--- config.mk ---
export PLATFORM = sky130hd
export DESIGN_NAME = ise_rank_collector
export DESIGN_NICKNAME = d
export VERILOG_FILES = /design/src/rtl/ise_rank_collector.sv
export SDC_FILE = /design/constraint.sdc
export NUM_CORES = 1
export LEC_CHECK = 0
export ABC_AREA = 1
export BUFFER_PORTS_ARGS = -buffer_cell sky130_fd_sc_hd__buf_4
export CAP_MARGIN = 20
export CORE_ASPECT_RATIO = 1.5
export CORE_MARGIN = 8
export CORE_UTILIZATION = 36
export DETAILED_ROUTE_END_ITERATION = 10
export HOLD_SLACK_MARGIN = 0.06
export SYNTH_ARGS = -nofsm -noshare
export SYNTH_HDL_FRONTEND = slang
export SYNTH_SLANG_ARGS = --single-unit
--- constraint.sdc ---
create_clock -name clk -period 4 [get_ports clk]
set_input_delay 0.8 -clock clk [delete_from_list [all_inputs] [get_ports clk]]
set_output_delay 0.8 -clock clk [all_outputs]
set_load 0.02 [all_outputs]
--- src/rtl/ise_rank_collector.sv ---
// Rank collector: captures a 32-entry sorted burst, tracks per-colour counts and
// integrity flags, then serves host readout of the captured ranks.
module ise_rank_collector #(
  parameter int unsigned NUM_IMG = 32,
  parameter int unsigned IDX_W   = 5
) (
  input  logic             clk,
  input  logic             reset,
  input  logic             out_valid,
  input  logic [1:0]       color_index,
  input  logic [IDX_W-1:0] image_out_index,
  output logic             frame_done,
  output logic             frame_ok,
  output logic             err_dup,
  output logic             err_order,
  output logic             err_color,
  output logic [IDX_W:0]   cnt_red,
  output logic [IDX_W:0]   cnt_green,
  output logic [IDX_W:0]   cnt_blue,
  input  logic             rd_req,
  input  logic [IDX_W-1:0] rd_rank,
  output logic             rd_valid,
  output logic [IDX_W-1:0] rd_image,
  output logic [1:0]       rd_color
);

  localparam int unsigned CNT_W = IDX_W + 1;

  typedef enum logic [1:0] {
    S_IDLE,
    S_CAPTURE,
    S_DONE
  } state_t;

  state_t               state_q, state_d;
  logic [IDX_W-1:0]     rank_q, rank_d;
  logic [NUM_IMG-1:0]   seen_q, seen_d;
  logic [1:0]           prev_q, prev_d;
  logic [CNT_W-1:0]     cnt_r_q, cnt_r_d, cnt_g_q, cnt_g_d, cnt_b_q, cnt_b_d;
  logic                 dup_q, dup_d, ord_q, ord_d, col_q, col_d;
  logic                 done_q, done_d, ok_q, ok_d;
  logic                 rv_q, rv_d;
  logic [IDX_W-1:0]     ri_q, ri_d;
  logic [1:0]           rc_q, rc_d;
  logic [IDX_W+1:0]     mem_q [NUM_IMG];
  logic [IDX_W+1:0]     rd_word;

  function automatic logic [CNT_W-1:0] sat_inc(input logic [CNT_W-1:0] c);
    return (c == CNT_W'(NUM_IMG)) ? c : c + 1'b1;
  endfunction

  assign rd_word = mem_q[rd_rank];

  always_comb begin
    state_d = state_q;
    rank_d  = rank_q;
    seen_d  = seen_q;
    prev_d  = prev_q;
    cnt_r_d = cnt_r_q;
    cnt_g_d = cnt_g_q;
    cnt_b_d = cnt_b_q;
    dup_d   = dup_q;
    ord_d   = ord_q;
    col_d   = col_q;
    done_d  = 1'b0;
    ok_d    = ok_q;
    rv_d    = 1'b0;
    ri_d    = ri_q;
    rc_d    = rc_q;

    if (out_valid) begin
      // Any capture outside CAPTURE opens a fresh frame: bookkeeping restarts
      // from this entry alone before it is accumulated below.
      if (state_q != S_CAPTURE) begin
        seen_d  = '0;
        prev_d  = '0;
        cnt_r_d = '0;
        cnt_g_d = '0;
        cnt_b_d = '0;
        dup_d   = 1'b0;
        ord_d   = 1'b0;
        col_d   = 1'b0;
        ok_d    = 1'b0;
      end
      dup_d = dup_d | seen_d[image_out_index];
      seen_d[image_out_index] = 1'b1;
      if (rank_q != '0)
        ord_d = ord_d | (color_index < prev_d);
      col_d = col_d | (color_index == 2'd3);
      case (color_index)
        2'd0:    begin cnt_r_d = sat_inc(cnt_r_d); prev_d = color_index; end
        2'd1:    begin cnt_g_d = sat_inc(cnt_g_d); prev_d = color_index; end
        2'd2:    begin cnt_b_d = sat_inc(cnt_b_d); prev_d = color_index; end
        default: ;
      endcase
      rank_d = rank_q + 1'b1;
      if (rank_q == IDX_W'(NUM_IMG - 1)) begin
        state_d = S_DONE;
        done_d  = 1'b1;
        ok_d    = !(dup_d | ord_d | col_d);
      end else begin
        state_d = S_CAPTURE;
      end
    end else if (rd_req && (state_q == S_DONE)) begin
      rv_d = 1'b1;
      ri_d = rd_word[IDX_W+1:2];
      rc_d = rd_word[1:0];
    end
  end

  always_ff @(posedge clk or negedge reset) begin
    if (!reset) begin
      state_q <= S_IDLE;
      rank_q  <= '0;
      seen_q  <= '0;
      prev_q  <= '0;
      cnt_r_q <= '0;
      cnt_g_q <= '0;
      cnt_b_q <= '0;
      dup_q   <= 1'b0;
      ord_q   <= 1'b0;
      col_q   <= 1'b0;
      done_q  <= 1'b0;
      ok_q    <= 1'b0;
      rv_q    <= 1'b0;
      ri_q    <= '0;
      rc_q    <= '0;
    end else begin
      state_q <= state_d;
      rank_q  <= rank_d;
      seen_q  <= seen_d;
      prev_q  <= prev_d;
      cnt_r_q <= cnt_r_d;
      cnt_g_q <= cnt_g_d;
      cnt_b_q <= cnt_b_d;
      dup_q   <= dup_d;
      ord_q   <= ord_d;
      col_q   <= col_d;
      done_q  <= done_d;
      ok_q    <= ok_d;
      rv_q    <= rv_d;
      ri_q    <= ri_d;
      rc_q    <= rc_d;
    end
  end

  // Buffer contents are don't-care after reset, so it carries no reset.
  always_ff @(posedge clk) begin
    if (out_valid)
      mem_q[rank_q] <= {image_out_index, color_index};
  end

  assign frame_done = done_q;
  assign frame_ok   = ok_q;
  assign err_dup    = dup_q;
  assign err_order  = ord_q;
  assign err_color  = col_q;
  assign cnt_red    = cnt_r_q;
  assign cnt_green  = cnt_g_q;
  assign cnt_blue   = cnt_b_q;
  assign rd_valid   = rv_q;
  assign rd_image   = ri_q;
  assign rd_color   = rc_q;

endmodule
; Word level (Yosys, flattened, before mapping)
; Memory sizes are Yosys's and may differ from the RTL's. A register that Yosys moved wholly into a read port is not among the register bits.
; Cells that the tools add are included.
; Widths: inputs -> output; s select.
[word_totals]
ramBits = 224
out_inout_bits = 31
in_bits = 16
elab_cells = 85
register_bits = 65
n_memories = 1
[classes]
reduce_logical = 10
n_mux = 38
add_sub_neg = 4
eq_ne = 9
bitwise = 7
order_cmp = 3
[mem_list]
columns = name, depth, word_bits, rd, rd_clocked_by_memory_dff, wr, line_no
row1 = mem_q, 32, 7, 1, 1, 1, 45  ; logic [IDX_W+1:0] mem_q [NUM_IMG];
[op_table]
columns = operator, n
row1 = $mux 6, 12
row2 = $mux 32, 2
row3 = $or 32x32->32, 1
row4 = $add 6x1->6 const B, 3
row5 = $eq 6x6->1 const B, 3
row6 = $mux 1, 18
row7 = $mux 2, 4
row8 = $eq 2x2->1 const B, 3
row9 = $lt 5x6->1 const B, 1
row10 = $add 5x1->5 const B, 1
row11 = $bmux 1 s5, 1
row12 = $demux 1 s5, 1
row13 = $eq 5x5->1 const B, 1
row14 = $ge 5x1->1 const B, 1
row15 = $or 1x1->1, 5
row16 = $reduce_bool 5->1, 1
row17 = $reduce_and 2->1, 2
row18 = $reduce_or 3->1, 1
row19 = $eq 2x1->1 const B, 1
row20 = $logic_and 1x1->1, 2
row21 = $logic_not 1->1, 2
row22 = $logic_not 2->1, 1
row23 = $lt 2x2->1, 1
row24 = $ne 2x1->1 const B, 1
row25 = other kinds (2), 2

; Depth between registers and ports, before layout
[depth]
ltp_word = 11
depth_mapped = 13
ltp_nobuf = 12

; Worst setup path after synthesis
; Ideal clock, no wire load.
[synth_path]
path_type = input port to flip-flop
startpoint = input port out_valid
endpoint = memory mem_q[11][0] in the netlist's numbering, enable pin
stages = 3
setup_ps = 360
setup_slack_ps = 1962
required_ps = 3640
t_arrival_ps = 1678
n_path_buf = 1
path_cell_list = buf_1 > nand2_1 > nor2_1
[synth_via]
elab_chain_cells = 2
[synth_rtl]
columns = element, line_no
row1 = "start, declared", 9  ; input logic out_valid,
row2 = $mux 1, 149  ; if (out_valid)
row3 = $mux 1 (implied by the code), 150  ; mem_q[rank_q] <= {image_out_index, color_index};
row4 = "end, declared", 45
; Every way passes these cells.

==> impl_metrics.yaml <==
critical_path:
  cp_data_arrival_time_ns: 2.79
  worstSetupStartpointType: "input port"
  crit_fanout: 75
  crit_start: "rd_rank[0]"
  slowest_stage: "buf_4"
  cp_num_buf_inv: 3
  path_delay_family: "buffers and inverters"
  max_stage_delay_ns: 0.66
  endpoint_kind: "flip-flop"
  rr_startpoint: "rank_q[0]"
  crit_type: "input port to flip-flop"
  critical_path.cell_chain: "buf_4, buf_4, buf_4, nand2_1, nand3_1, nand3_1, nand2_1, nand2_1, nand3_1, nand3_1, nand2_1"
  crit_required_ns: 4.48
clock_network:
  cts.sinks: 296
  h-tree-depth: 1
  clk_latency_ns: 0.56
  cts_made_buffers: 28
  cts.repair.resized: 0
  cts_setup_buffers: 0
  cts_tree: "yes"
  clockBufferDepth: 3
  cts-root-buf: "clkbuf_16"
  postCtsHoldBufs: 0
  clkTransAtPathRegs_ns: 0.07
yosys:
  syn-num-nets: 1272
  synth_warnings: 0
  netlist_area_um2: 12900
  ys_types: 34
  yosysSeqAreaShare_pct: 66.1
  synth_seq_cells: 296
  synth.area.top_cells: "edfxtp_1, dfrtp_1, nand2_1, nand3_1, o21ai_0"
  synth_area_per_cell_um2: 10.4
  yosys.area.top_type_share_pct: 52.2
  yosys.area.top_type: "edfxtp_1"
  syn_inst: 1244
sta:
  hold_violations: 0
  maxSlewHeadroom_pct: 32.7
  rsz0062_at_grt: "no"
  worstMarginPinSlew_ns: 1.01
  fin_setup_tns_ns: 0
  clock-skew-final_ns: 0.0253
  setup_viol: 0
  timing.hold.ws_ns: 0.371
  maxSlewViolCount: 0
  fmax_ghz: 0.433
  fin_crit_ns: 2.31
  fin_crit_sh_pct: 57.7
global_route:
  antenna_found_initial: 0
  grt_pass1_vias: 9116
  track_usage_pct: 15.6
  grt_pass1_wl_um: 51400
  grt_max_degree: 76
  gr-total-overflow: 0
hold_path:
  hold_class: "input port to async pin"
drt:
  drt-initial-drc-count: 683
  drtPass1Iterations: 5
  vias: 8928
  met1_length_um: 12800
  highest_layer: "met4"
  drt-total-wl_um: 32500
  route.met3.wl_um: 1410
  antenna_left: 0
  drc: 0
  via_per_inst: 5.04
  wl_per_cell_um: 18.3
  route.met2.wl_um: 17100
cells_and_area:
  diodes: 0
  final_util_pct: 40.9
  drive_gt1_share_pct: 9.51
  nNetsFinal: 1300
  area_growth_pct: 13.0
placement:
  gp_congestion: 0.837
  dp_hpwl_um: 21000
  io_buffers: 46
floorplan:
  die_h_um: 248
  rows: 85
  coreArea_um2: 35600
  io-pin-count: 47
  dieArea_um2: 42300
  die_w_um: 171
  start_util_pct: 36.2
power:
  p_leak_uw: 0.00575
  vdd_drop_max_uv: 349
  powerDensity_nw_per_um2: 561
run:
  maxCapViolCount: 0
run_status:
  outcome: "finished clean"
[cell families after synthesis]
logic type,Yosys count,share of synthesized area [%]
simple gates,724,24.2
flops,296,66.1
buf+inv,124,4.43
compound gates,74,3.08
xor+xnor,14,0.951
fa+ha+maj,12,1.16
[final cells by class]
type                    instances  area (µm²)
clock buffers                  38         758
clock inverters                14         200
fillers                      3413       21100
inverters                      65         244
multi-input cells             824        3800
flip-flops and latches        296        8530
well taps                     478         598
repair buffers                 57         453
[final timing paths]
path | end | slack (ns) | depth (start not counted)
setup / recovery | rd_image[3] | 1.69 | 11
hold / removal | seen_q[4] | 0.37 | 1
setup reg to reg | mem_q[16][3] | 1.77 | 4
hold reg to reg | seen_q[30] | 0.49 | 2
max in group asynchronous | rd_image[1] | 2.92 | 1
min in group clk | seen_q[30] | 0.49 | 2
[power breakdown]
part           switching (µW)  internal [µW]  total [µW]
registers                 237           3720        3960
clock network            1150           1600        2760
logic                     980            493        1470
[flip-flops by register name, summed over array words and instances (netlist names), 2 cells and up]
| signal | count |
|---|---|
| cnt_blue | 6 |
| cnt_green | 6 |
| cnt_red | 6 |
| mem_q | 224 |
| prev_q | 2 |
| rank_q | 5 |
| rd_color | 2 |
| rd_image | 5 |
| seen_q | 32 |
| state_q | 2 |
[routing by layer]
metal | global-route usage [%] | vias up
met5 | 0 | -
met4 | 6.42 | 0
met3 | 1.72 | 67
met2 | 28.7 | 232
met1 | 18.1 | 4356
li1 | - | 4273
[synthesized netlist by cell type]
master	instances
a21oi_1	7
a21oi_2	1
buf_1	8
buf_2	31
buf_4	10
buf_6	4
clkbuf_1	6
clkinv_1	1
dfrtp_1	72
edfxtp_1	224
ha_1	12
inv_1	59
inv_2	5
nand2_1	409
nand2_2	3
nand3_1	223
nand3_2	1
nand3b_1	2
nand4_1	6
nand4_2	1
nor2_1	62
nor2_2	3
nor2_4	4
nor2_8	2
nor3_1	7
nor3_2	1
o211ai_1	1
o21ai_0	50
o21ai_1	2
o21ai_2	1
o22ai_1	11
o31ai_1	1
xnor2_1	8
xor2_1	6
[stage by stage]
stage	setup WS, ns	total power [µW]	cell area [µm²]	cells
6_report	1.69	8180	14600	1772
5_1_grt	1.54	8590	14600	1772
4_1_cts	1.71	8250	14600	1772
3_5_place_dp	1.15	5510	13600	1720
3_3_place_gp	1.18	5450	13600	1720
2_1_floorplan	1.96	4950	12900	1244
[placed cells by master, fill, tap and decap left out, drive strengths merged, types with 10 or more instances in the layout]
cell type	n
clkbuf	38
o21ai	53
o22ai	11
ha	12
inv	65
nor2	71
nand2	412
buf	57
clkinv	10
dfrtp	72
nand3	224
edfxtp	224
Note: power is estimated with default switching activity, not from simulation.
